`src/rtl/wb_lsu_master_if.sv`:
```
// wb_lsu_master_if
//
// Bundles every non-clock, non-reset signal of the load/store unit: the
// core-side request/response handshake and the Wishbone-style bus towards
// the data memory responder. Signal names keep their i_/o_ prefixes so that
// each name still shows its direction as seen from the LSU.
//
// Modports:
//   master - the LSU itself (drives o_*, samples i_*)
//   slave  - the environment: execute stage plus data memory responder
//            (drives i_*, samples o_*)
//
// Core side:
//   i_req      request strobe, only looked at while the LSU is idle
//   i_we       1 = store, 0 = load
//   i_funct3   size/extension code (000 b, 001 h, 010 w, 100 bu, 101 hu)
//   i_addr     byte address
//   i_wdata    right-aligned store data
//   o_busy     transfer in progress
//   o_done     one-cycle pulse, transfer completed
//   o_err      one-cycle pulse, transfer rejected or aborted
//   o_rdata    registered load result
// Bus side:
//   o_wb_stb, o_wb_we, o_wb_addr, o_wb_data, o_wb_sel  request towards memory
//   i_wb_data, i_wb_ack, i_wb_stall                    response from memory
interface wb_lsu_master_if;
  logic        i_req;
  logic        i_we;
  logic [2:0]  i_funct3;
  logic [31:0] i_addr;
  logic [31:0] i_wdata;
  logic        o_busy;
  logic        o_done;
  logic        o_err;
  logic [31:0] o_rdata;

  logic        o_wb_stb;
  logic        o_wb_we;
  logic [31:0] o_wb_addr;
  logic [31:0] o_wb_data;
  logic [2:0]  o_wb_sel;
  logic [31:0] i_wb_data;
  logic        i_wb_ack;
  logic        i_wb_stall;

  modport master (
    input  i_req, i_we, i_funct3, i_addr, i_wdata,
    output o_busy, o_done, o_err, o_rdata,
    output o_wb_stb, o_wb_we, o_wb_addr, o_wb_data, o_wb_sel,
    input  i_wb_data, i_wb_ack, i_wb_stall
  );

  modport slave (
    output i_req, i_we, i_funct3, i_addr, i_wdata,
    input  o_busy, o_done, o_err, o_rdata,
    input  o_wb_stb, o_wb_we, o_wb_addr, o_wb_data, o_wb_sel,
    output i_wb_data, i_wb_ack, i_wb_stall
  );
endinterface

```
`src/rtl/wb_lsu_master.sv`:
```
// wb_lsu_master
//
// Load/store unit that turns one core request at a time into a single
// Wishbone-style transfer towards the data memory. It raises the strobe,
// holds the request stable while the responder stalls, waits for the
// acknowledge and hands load data back to the core. A watchdog aborts the
// transfer with an error if the acknowledge never arrives.
//
// Parameters:
//   TIMEOUT_CYCLES  cycles waited for ack after acceptance before aborting
//                   (1..65535)
//   CNT_W           watchdog counter width, must be able to hold
//                   TIMEOUT_CYCLES
//
// Ports:
//   i_clk    clock, everything on the rising edge
//   i_reset  asynchronous active-high reset
//   bus      wb_lsu_master_if.master, core handshake plus memory bus
//
// Optional feature macro: LSU_MISALIGN_TRAP_EN
//   defined   - misaligned half/word requests are rejected with o_err and
//               never reach the bus
//   undefined - addresses are passed to the bus exactly as given
//
// Timing: every output is a register. A new request is sampled in S_IDLE,
// the strobe appears the next cycle, and the done/err pulse is raised from
// S_RESP, so the minimum request-to-done latency is four clock edges.
module wb_lsu_master #(
  parameter int TIMEOUT_CYCLES = 255,
  parameter int CNT_W          = 16
) (
  input logic              i_clk,
  input logic              i_reset,
  wb_lsu_master_if.master  bus
);

  typedef enum logic [1:0] {
    S_IDLE,
    S_REQ,
    S_WAIT,
    S_RESP
  } state_t;

  // Watchdog value seen on the last allowed waiting cycle.
  localparam logic [CNT_W-1:0] WD_LAST = CNT_W'(TIMEOUT_CYCLES - 1);

  state_t           state;
  logic [CNT_W-1:0] watchdog;
  logic             resp_err;

  logic             legal_f3;
  logic             store_ok;
  logic             misalign;
  logic             reject;

  // Only the five RISC-V load encodings are meaningful here; the rest
  // (011, 110, 111) would need a 64-bit or nonexistent access.
  always_comb begin
    legal_f3 = 1'b0;
    case (bus.i_funct3)
      3'b000, 3'b001, 3'b010, 3'b100, 3'b101: legal_f3 = 1'b1;
      default:                                legal_f3 = 1'b0;
    endcase
  end

  // Stores have no sign/zero extension, so the unsigned variants make no
  // sense for them and are treated as illegal.
  assign store_ok = !(bus.i_we && bus.i_funct3[2]);

`ifdef LSU_MISALIGN_TRAP_EN
  // Halfwords must sit on an even address, words on a multiple of four.
  assign misalign = ((bus.i_funct3[1:0] == 2'b01) && bus.i_addr[0]) ||
                    ((bus.i_funct3[1:0] == 2'b10) && (bus.i_addr[1:0] != 2'b00));
`else
  assign misalign = 1'b0;
`endif

  assign reject = !legal_f3 || !store_ok || misalign;

  // Single transfer FSM. o_done/o_err default low every cycle so that they
  // only ever last one cycle. The async reset drops the strobe at once and
  // never produces a completion pulse for the abandoned transfer.
  always_ff @(posedge i_clk or posedge i_reset) begin
    if (i_reset) begin
      state         <= S_IDLE;
      watchdog      <= '0;
      resp_err      <= 1'b0;
      bus.o_busy    <= 1'b0;
      bus.o_done    <= 1'b0;
      bus.o_err     <= 1'b0;
      bus.o_rdata   <= 32'h0;
      bus.o_wb_stb  <= 1'b0;
      bus.o_wb_we   <= 1'b0;
      bus.o_wb_addr <= 32'h0;
      bus.o_wb_data <= 32'h0;
      bus.o_wb_sel  <= 3'b010;
    end else begin
      bus.o_done <= 1'b0;
      bus.o_err  <= 1'b0;

      case (state)
        S_IDLE: begin
          if (bus.i_req) begin
            if (reject) begin
              bus.o_err <= 1'b1;
            end else begin
              bus.o_wb_we   <= bus.i_we;
              bus.o_wb_addr <= bus.i_addr;
              bus.o_wb_data <= bus.i_wdata;
              bus.o_wb_sel  <= bus.i_we ? {1'b0, bus.i_funct3[1:0]} : bus.i_funct3;
              bus.o_wb_stb  <= 1'b1;
              bus.o_busy    <= 1'b1;
              state         <= S_REQ;
            end
          end
        end

        // The strobe is always high here, so acceptance is simply the
        // absence of stall. Stall may last forever; only the ack wait is
        // guarded. An ack arriving before acceptance is meaningless.
        S_REQ: begin
          if (!bus.i_wb_stall) begin
            bus.o_wb_stb <= 1'b0;
            watchdog     <= '0;
            state        <= S_WAIT;
          end
        end

        // Ack is tested before the watchdog so that an ack landing on the
        // very last allowed cycle still counts as a success.
        S_WAIT: begin
          if (bus.i_wb_ack) begin
            if (!bus.o_wb_we) begin
              bus.o_rdata <= bus.i_wb_data;
            end
            resp_err <= 1'b0;
            state    <= S_RESP;
          end else if (watchdog == WD_LAST) begin
            resp_err <= 1'b1;
            state    <= S_RESP;
          end else begin
            watchdog <= watchdog + 1'b1;
          end
        end

        S_RESP: begin
          if (resp_err) begin
            bus.o_err <= 1'b1;
          end else begin
            bus.o_done <= 1'b1;
          end
          bus.o_busy <= 1'b0;
          resp_err   <= 1'b0;
          state      <= S_IDLE;
        end

        default: begin
          bus.o_wb_stb <= 1'b0;
          bus.o_busy   <= 1'b0;
          state        <= S_IDLE;
        end
      endcase
    end
  end

endmodule

```
`src/flat_wrapper.sv`:
```
// flat-port wrapper written by rule: the top's interface ports become plain ports
module wb_lsu_master_flat 
#(
  parameter int TIMEOUT_CYCLES = 255,
  parameter int CNT_W          = 16
)
  (i_clk, i_reset, bus_i_req, bus_i_we, bus_i_funct3, bus_i_addr, bus_i_wdata, bus_o_busy, bus_o_done, bus_o_err, bus_o_rdata, bus_o_wb_stb, bus_o_wb_we, bus_o_wb_addr, bus_o_wb_data, bus_o_wb_sel, bus_i_wb_data, bus_i_wb_ack, bus_i_wb_stall);
  wb_lsu_master_if bus_i ();
  input logic i_clk;
  input logic i_reset;
  input wire logic [$bits(bus_i.i_req)-1:0] bus_i_req;
  input wire logic [$bits(bus_i.i_we)-1:0] bus_i_we;
  input wire logic [$bits(bus_i.i_funct3)-1:0] bus_i_funct3;
  input wire logic [$bits(bus_i.i_addr)-1:0] bus_i_addr;
  input wire logic [$bits(bus_i.i_wdata)-1:0] bus_i_wdata;
  output wire logic [$bits(bus_i.o_busy)-1:0] bus_o_busy;
  output wire logic [$bits(bus_i.o_done)-1:0] bus_o_done;
  output wire logic [$bits(bus_i.o_err)-1:0] bus_o_err;
  output wire logic [$bits(bus_i.o_rdata)-1:0] bus_o_rdata;
  output wire logic [$bits(bus_i.o_wb_stb)-1:0] bus_o_wb_stb;
  output wire logic [$bits(bus_i.o_wb_we)-1:0] bus_o_wb_we;
  output wire logic [$bits(bus_i.o_wb_addr)-1:0] bus_o_wb_addr;
  output wire logic [$bits(bus_i.o_wb_data)-1:0] bus_o_wb_data;
  output wire logic [$bits(bus_i.o_wb_sel)-1:0] bus_o_wb_sel;
  input wire logic [$bits(bus_i.i_wb_data)-1:0] bus_i_wb_data;
  input wire logic [$bits(bus_i.i_wb_ack)-1:0] bus_i_wb_ack;
  input wire logic [$bits(bus_i.i_wb_stall)-1:0] bus_i_wb_stall;
  assign bus_i.i_req = bus_i_req;
  assign bus_i.i_we = bus_i_we;
  assign bus_i.i_funct3 = bus_i_funct3;
  assign bus_i.i_addr = bus_i_addr;
  assign bus_i.i_wdata = bus_i_wdata;
  assign bus_o_busy = bus_i.o_busy;
  assign bus_o_done = bus_i.o_done;
  assign bus_o_err = bus_i.o_err;
  assign bus_o_rdata = bus_i.o_rdata;
  assign bus_o_wb_stb = bus_i.o_wb_stb;
  assign bus_o_wb_we = bus_i.o_wb_we;
  assign bus_o_wb_addr = bus_i.o_wb_addr;
  assign bus_o_wb_data = bus_i.o_wb_data;
  assign bus_o_wb_sel = bus_i.o_wb_sel;
  assign bus_i.i_wb_data = bus_i_wb_data;
  assign bus_i.i_wb_ack = bus_i_wb_ack;
  assign bus_i.i_wb_stall = bus_i_wb_stall;
  wb_lsu_master #(.TIMEOUT_CYCLES(TIMEOUT_CYCLES), .CNT_W(CNT_W)) u_core (.i_clk(i_clk), .i_reset(i_reset), .bus(bus_i));
endmodule
```
`config.mk`:
```
export PLATFORM = sky130hd
export DESIGN_NAME = wb_lsu_master_flat
export DESIGN_NICKNAME = d
export VERILOG_FILES = /design/src/rtl/wb_lsu_master_if.sv /design/src/rtl/wb_lsu_master.sv /design/src/flat_wrapper.sv
export SDC_FILE = /design/constraint.sdc
export NUM_CORES = 1
export LEC_CHECK = 0
export ABC_AREA = 1
export CAP_MARGIN = 20
export CORE_MARGIN = 5
export CORE_UTILIZATION = 40
export CTS_CLUSTER_SIZE = 16
export DETAILED_ROUTE_END_ITERATION = 10
export DONT_BUFFER_PORTS = 1
export HOLD_SLACK_MARGIN = 0.1
export SLEW_MARGIN = 20
export SYNTH_ARGS = -nofsm -noshare
export SYNTH_HDL_FRONTEND = slang
export SYNTH_SLANG_ARGS = --single-unit
```
`constraint.sdc`:
```
create_clock -name i_clk -period 5.2 [get_ports i_clk]
set_input_delay 0.78 -clock i_clk [delete_from_list [all_inputs] [get_ports i_clk]]
set_output_delay 0.78 -clock i_clk [all_outputs]
set_load 0.1 [all_outputs]
```
==> results.yml, run 1 <==
worst_hold_path:
  hold_path.class: "in -> async"
synth:
  syn_area_per_cell_um2: 9.13
  ys_types: 29
  syn_inst: 579
  synth_warnings: 0
  netlist_area_mm2: 0.00529
  ys_seq_elements: 123
  synth_fp_nets: 690
  yosysSeqAreaShare_pct: 58.2
route:
  postRouteAntennaNets: 0
  drt_wl_total_mm: 12.6
  wl_per_cell_um: 16.4
  drtPass1Iterations: 5
  vias_per_cell: 4.91
  vias: 3771
  drc: 0
  drt_iter0_drc: 201
sta:
  fin_skew_ps: 22.5
  rsz0062_at_grt: "false"
  hold_ws_ps: 282
  post-route-min-period_ps: 2190
  setup_tns_ps: 0
  period_share_pct: 42.0
  finalSetupViolCount: 0
  slew_headroom_pct: 34.9
  drv_slew: 0
  finalHoldViolCount: 0
  worstMarginPinSlew_ps: 976
  fmaxAchievable_ghz: 0.457
cells_and_area:
  num-nets-final: 690
  diodes: 0
  fill_cells: 1242
  multi_input_area_mm2: 0.00201
  drive_gt1_share_pct: 13.9
  area.growth.synth_to_final_pct: 13.3
  regArea_mm2: 0.00308
worst_setup_path:
  timing.rr.start: "u_core.bus.o_wb_we"
  rr_worst_depth: 4
  critical_path_class: "reg -> out"
  r2r_end: "u_core.bus.o_rdata[30]"
  worstPathRequired_ps: 4420
  critPathLaunchType: "flip-flop"
  cp_max_fo: 3
  crit_path_end_kind: "output port"
  ff2ff_setup_slack_ps: 3130
  cp.arrival_ps: 1410
grt:
  grt_max_degree: 79
  antenna_found_initial: 0
  first_global_vias: 3960
  grt_overflow: 0
  grt_pass1_wl_mm: 20.9
  grt_usage_pct: 16.7
floorplan:
  die_height_um: 125
  core_mm2: 0.0131
  row_count: 42
  start_util_pct: 40.4
  boundaryPins: 209
  die_w_um: 125
  die_area_mm2: 0.0156
clock_network:
  tritoncts: "done"
  cts_resized: 0
  postCtsSetupRepairBufs: 0
  cts_buffers: 17
  clockRootBuffer: "clkbuf_16"
  clock_path_buffers: 2
  hold_buffers: 0
  clkTransAtPathRegs_ps: 60
  clock_latency_ps: 420
  cts_sinks: 123
  htree_num_levels: 4
place:
  io_buffer_count: 0
  place_congestion: 0.869
  dp_hpwl_mm: 8.91
job:
  cap_violations: 0
run_status:
  status: "finished, final reports clean"
[through the flow]
| stage | std cells | util (%) | setup WS, ps | area (um^2) |
|---|---|---|---|---|
| floorplan | 579 | - | 1150 | 5290 |
| global placement | 735 | 41.3 | 3080 | 5410 |
| detailed placement | 735 | 41.3 | 3000 | 5410 |
| CTS | 767 | 45.6 | 2990 | 5970 |
| global route | 768 | 45.8 | 2960 | 5990 |
| finish | 768 | 45.8 | 3010 | 5990 |
[final cells by class]
type                    count  area share (%)
flip-flops and latches    123            51.4
repair buffers              4           0.710
multi-input cells         412            33.5
clock buffers              18            7.33
inverters                  21            1.36
well taps                 176            3.68
clock inverters            14            2.05
[synthesized netlist by cell type]
master | instances | share of area (%)
inv_1 | 20 | 1.4
o21bai_2 | 1 | 0.21
o21bai_1 | 2 | 0.28
nand3_1 | 32 | 3.0
nor2_2 | 3 | 0.35
nand3_2 | 1 | 0.19
nor2_1 | 34 | 2.4
and2_1 | 1 | 0.12
xnor2_1 | 3 | 0.50
or2_2 | 1 | 0.12
xor2_1 | 4 | 0.66
a21oi_1 | 1 | 0.095
inv_2 | 1 | 0.071
nand2_4 | 1 | 0.21
nand3_4 | 1 | 0.33
nand2_1 | 273 | 19
o22ai_1 | 1 | 0.12
mux2_2 | 32 | 6.8
nand2_2 | 1 | 0.12
buf_2 | 18 | 1.7
dfrtp_1 | 122 | 58
buf_6 | 2 | 0.43
dfstp_2 | 1 | 0.50
o21ai_0 | 6 | 0.57
ha_1 | 6 | 1.4
buf_4 | 1 | 0.14
o21ai_1 | 1 | 0.095
clkbuf_1 | 2 | 0.14
nand4_1 | 7 | 0.83
[cell families after synthesis]
kind of cell,after synthesis,share of synthesized area (%)
mux,32,6.82
simple gates,355,27.1
fa+ha+maj,6,1.42
xor+xnor,7,1.16
compound gates,12,1.37
buf+inv,44,3.90
flops,123,58.2
[flip-flops by register name, summed over array words and instances, names as in the netlist]
| register | cells |
|---|---|
| u_core.bus.o_busy | 1 |
| u_core.watchdog | 16 |
| u_core.bus.o_done | 1 |
| u_core.bus.o_wb_sel | 3 |
| u_core.state | 2 |
| u_core.resp_err | 1 |
| u_core.bus.o_wb_addr | 32 |
| u_core.bus.o_wb_stb | 1 |
| u_core.bus.o_wb_we | 1 |
| u_core.bus.o_wb_data | 32 |
| u_core.bus.o_rdata | 32 |
| u_core.bus.o_err | 1 |
[placed cells by master, fill, tap and decap left out, drive strengths merged]
master,count
clkinv,9
bufinv,1
and2,1
o22ai,1
dfstp,1
nor2,37
a21oi,1
or2,1
nand4,7
dfrtp,122
xnor2,3
buf,4
inv,23
clkbuf,18
mux2,32
nand3,34
o21ai,7
ha,6
clkinvlp,2
nand2,275
xor2,4
o21bai,3
[how the worst max path moves through the flow]
| stage | startpoint | endpoint | slack, ps | depth (start not counted) |
|---|---|---|---|---|
| 4_1_cts | u_core.bus.o_wb_we | bus_o_wb_we | 2990 | 0 |
| 5_1_grt | u_core.bus.o_wb_we | u_core.bus.o_rdata[30] | 2960 | 4 |
| 3_3_place_gp | bus_i_funct3[2] | u_core.bus.o_busy | 3080 | 6 |
| 2_1_floorplan | i_reset | u_core.bus.o_busy | 1150 | 1 |
| 3_5_place_dp | bus_i_we | u_core.bus.o_wb_addr[23] | 3000 | 7 |
| 6_report | u_core.bus.o_wb_we | bus_o_wb_we | 3010 | 0 |
[metal layers]
layer  wire (um)  GRT usage, %  vias to the layer above
li1            -             -                     1820
met1        4940          19.5                     1755
met2        6050          26.6                      180
met3        1400          8.78                       16
met4         183          5.42                        0
met5           0             0                        -
Power of run 1 is not shown: default switching activity piles up to over one toggle a cycle in this logic, so the estimate is an artifact.
==> run 2: changes to the inputs <==
- clock period: 5.2 -> 2.1 ns (I/O delays scaled with it)
==> results.yml, run 2 (same netlist as run 1, synthesis figures left out) <==
cells_and_area:
  area.growth.synth_to_final_pct: 45.4
  drive_gt1_share_pct: 20.2
  diodes: 0
  final_common_cell: "nand2_1"
  num-nets-final: 866
  fin_area_mm2: 0.00769
  reg_top3: "u_core.bus.o_rdata: 32 flops, u_core.bus.o_wb_addr: 32 flops, u_core.bus.o_wb_data: 32 flops"
  final_cell_mix: "nand2_1, dfrtp_1, dlygate4sd3_1, buf_4, nor2_1"
worst_setup_path:
  crit_buf_inv: 2
  cpLargestDelayFamily: "simple AND/OR/NAND/NOR gates"
  critPathSlowestCell: "dfrtp_1"
  cpPeakStageDelay_ps: 410
  crit_top_cell: "nand2_1"
  critical_path_class: "reg -> reg"
  crit_chain: "inv_1 -> ha_1 -> nand2_1 -> inv_1 -> nor2_1 -> nand3_4 -> nand2_4 -> nand2_1 -> nand2_1"
  cp_max_fo: 19
  critPathLaunchType: "flip-flop"
  cp.arrival_ps: 2080
  worstPathRequired_ps: 2440
  crit_path_end_kind: "flip-flop"
floorplan:
  row_count: 42
  boundaryPins: 209
  core_mm2: 0.0131
  die_area_mm2: 0.0156
  start_util_pct: 40.4
  die_w_um: 125
  die_height_um: 125
route:
  drt_wl_total_mm: 14.5
  wl_per_cell_um: 15.4
  vias: 4548
  drc: 0
  vias_per_cell: 4.82
  postRouteAntennaNets: 0
  drtPass1Iterations: 5
  drt_iter0_drc: 304
place:
  place_congestion: 0.934
  place_area_mm2: 0.00602
  io_buffer_count: 0
  dp_hpwl_mm: 9.29
  post-place-ws_ps: 407
grt:
  grt_overflow: 0
  grt_pass1_wl_mm: 24.7
  antenna_found_initial: 0
  grt_usage_pct: 19.3
  grt_max_degree: 74
  first_global_vias: 4968
clock_network:
  clkTransAtPathRegs_ps: 60
  clock_latency_ps: 410
  postCtsSetupRepairBufs: 0
  htree_num_levels: 4
  clockRootBuffer: "clkbuf_16"
  clock_path_buffers: 2
  cts_buffers: 17
  cts_sinks: 123
  tritoncts: "done"
run_status:
  status: "finished, final reports clean"
sta:
  fin_skew_ps: 9.05
  setup_tns_ps: 0
  hold_ws_ps: 113
  period_share_pct: 82.5
  rsz0062_at_grt: "false"
  fmaxAchievable_ghz: 0.577
  post-route-min-period_ps: 1730
  finalSetupViolCount: 0
  drv_slew: 0
  slew_headroom_pct: 37.1
  layout_setup_ws_ps: 367
  worstMarginPinSlew_ps: 943
  finalHoldViolCount: 0
job:
  cap_violations: 0
worst_hold_path:
  hold_path.class: "in -> reg"
==> run 2: repair_timing <==
item                                   4_1_cts  5_1_grt
hold buffers                               102        0
setup endpoints to repair                    0        0
resized for setup                            0        0
endpoints found under the hold margin      118        0
==> run 2: cell type report <==
| cell class | instances | area (um^2) |
|---|---|---|
| Fill cell | 1033 | 5400 |
| Sequential cell | 123 | 3080 |
| Multi-Input combinational cell | 412 | 2010 |
| Timing Repair Buffer | 180 | 1660 |
| Clock buffer | 20 | 457 |
| Tap cell | 176 | 220 |
| Clock inverter | 12 | 185 |
| Inverter | 21 | 82.6 |
==> run 2: per-stage QoR <==
step	util, %	instances
6_report	58.7	944
3_3_place_gp	46.0	810
2_1_floorplan	-	579
3_5_place_dp	46.0	810
5_1_grt	58.7	944
4_1_cts	58.7	944
==> run 2: worst paths after layout <==
check / from / end / slack [ps] / cells after the start
min: bus_i_funct3[0] / u_core.bus.o_wb_sel[0] / 110 / 2
max in group asynchronous: i_reset / u_core.bus.o_rdata[27] / 910 / 3
max reg2reg: u_core.state[1] / u_core.watchdog[2] / 370 / 9
min reg2reg: u_core.bus.o_wb_data[9] / u_core.bus.o_wb_data[9] / 480 / 2
max: u_core.state[1] / u_core.watchdog[2] / 370 / 9
min in group asynchronous: i_reset / u_core.bus.o_rdata[6] / 420 / 2
==> run 2: routing by layer <==
| layer | up-vias | global-route usage [%] | wire [um] |
|---|---|---|---|
| met5 | - | 0 | 0 |
| met4 | 0 | 6.76 | 368 |
| met3 | 30 | 8.74 | 1530 |
| met2 | 203 | 31.6 | 7050 |
| met1 | 2149 | 22.5 | 5590 |
| li1 | 2166 | - | - |
Power of run 2 is left out for the same reason.
==> run 3: changes to the inputs <==
- clock period: 2.1 -> 1.6 ns (I/O delays scaled with it)
==> results.yml, run 3 (same netlist as run 1, synthesis figures left out) <==
cells_and_area:
  final_common_cell: "nand2_1"
  final_cell_mix: "nand2_1, dfrtp_1, buf_4, dlygate4sd3_1, mux2_2"
  reg_top3: "u_core.bus.o_rdata: 32 flops, u_core.bus.o_wb_addr: 32 flops, u_core.bus.o_wb_data: 32 flops"
  num-nets-final: 914
  diodes: 0
  drive_gt1_share_pct: 26.3
  multi_input_area_mm2: 0.00206
  area.growth.synth_to_final_pct: 54.0
  fill_cells: 996
  regArea_mm2: 0.00308
grt:
  antenna_found_initial: 0
  grt_pass1_wl_mm: 25.5
  grt_usage_pct: 20.0
  grt_max_degree: 48
  grt_overflow: 0
  first_global_vias: 5184
sta:
  slew_headroom_pct: 62.6
  fmaxAchievable_ghz: 0.644
  drv_slew: 0
  worstMarginPinSlew_ps: 560
  finalSetupViolCount: 0
  fin_skew_ps: 6.18
  finalHoldViolCount: 0
  hold_ws_ps: 154
  post-route-min-period_ps: 1550
  period_share_pct: 97.0
route:
  drtPass1Iterations: 4
  postRouteAntennaNets: 0
  vias: 4746
  drt_wl_total_mm: 15.1
  drc: 0
  vias_per_cell: 4.78
  drt_iter0_drc: 256
  wl_per_cell_um: 15.2
worst_setup_path:
  crit_path_end_kind: "flip-flop"
  r2r_end: "u_core.bus.o_rdata[31]"
  worstPathRequired_ps: 1890
  critPathLaunchType: "flip-flop"
  critical_path_class: "reg -> reg"
  cp_max_fo: 32
  ff2ff_setup_slack_ps: 50
  rr_worst_depth: 5
  cp.arrival_ps: 1850
  timing.rr.start: "u_core.state[0]"
clock_network:
  clock_path_buffers: 2
  clock_latency_ps: 420
  tritoncts: "done"
  cts_sinks: 123
  htree_num_levels: 4
  cts_buffers: 17
  clkTransAtPathRegs_ps: 50
  clockRootBuffer: "clkbuf_16"
worst_hold_path:
  whs_path_depth: 4
  hp-start: "bus_i_wb_ack"
  hold_end: "u_core.state[0]"
  hold_path.class: "in -> reg"
floorplan:
  die_w_um: 125
  die_height_um: 125
  boundaryPins: 209
  core_mm2: 0.0131
  die_area_mm2: 0.0156
  row_count: 42
  start_util_pct: 40.4
place:
  io_buffer_count: 0
  dp_hpwl_mm: 9.95
  place_congestion: 0.850
run_status:
  status: "finished, final reports clean"
job:
  cap_violations: 0
[run 3: timing repair]
item	CTS	global route
resized for setup	2	15
setup endpoints to repair	2	29
hold buffers	104	0
pin swaps	0	4
endpoints found under the hold margin	121	0
buffers inserted	0	1
[run 3: layer usage]
metal | wire length, um | track usage (%) | up-vias
met5 | 0 | 0 | -
met4 | 382 | 7.33 | 0
met3 | 1410 | 7.46 | 34
met2 | 7530 | 34.1 | 215
met1 | 5780 | 23.0 | 2232
li1 | - | - | 2265
[run 3: cell type report]
| class | instances | share of cell area, % |
|---|---|---|
| Sequential cell | 123 | 37.8 |
| Inverter | 21 | 1.01 |
| Tap cell | 176 | 2.70 |
| Multi-Input combinational cell | 412 | 25.2 |
| Clock inverter | 13 | 2.61 |
| Clock buffer | 19 | 5.56 |
| Timing Repair Buffer | 228 | 25.0 |
[run 3: worst max-delay path: stages (launching register included)]
cell     delay [ps]
dfrtp_1         400
inv_2            80
ha_1            240
nand2_1         130
buf_12          200
mux2_2          360
[run 3: worst max path at each step]
| stage | start | slack, ps | to |
|---|---|---|---|
| floorplan | u_core.bus.o_wb_we | -260 | u_core.bus.o_rdata[0] |
| global placement | u_core.state[0] | 110 | u_core.bus.o_wb_stb |
| detailed placement | u_core.state[0] | 70 | u_core.bus.o_rdata[31] |
| CTS | u_core.bus.o_wb_sel[1] | 60 | bus_o_wb_sel[1] |
| global route | u_core.state[0] | -10 | u_core.bus.o_rdata[24] |
| finish | u_core.state[0] | 50 | u_core.bus.o_rdata[31] |
[run 3: per-stage QoR]
step	std cells	cell area, um^2	util [%]	TNS, ps	worst slack [ps]
after floorplan	579	5290	-	-26220	-260
after global placement	855	6370	48.7	0	110
after detailed placement	855	6370	48.7	0	73.1
after CTS	991	8080	61.8	0	58.7
after global routing	992	8140	62.2	-94.1	-10.8
final	992	8140	62.2	0	47.9
Power of run 3 is left out for the same reason.
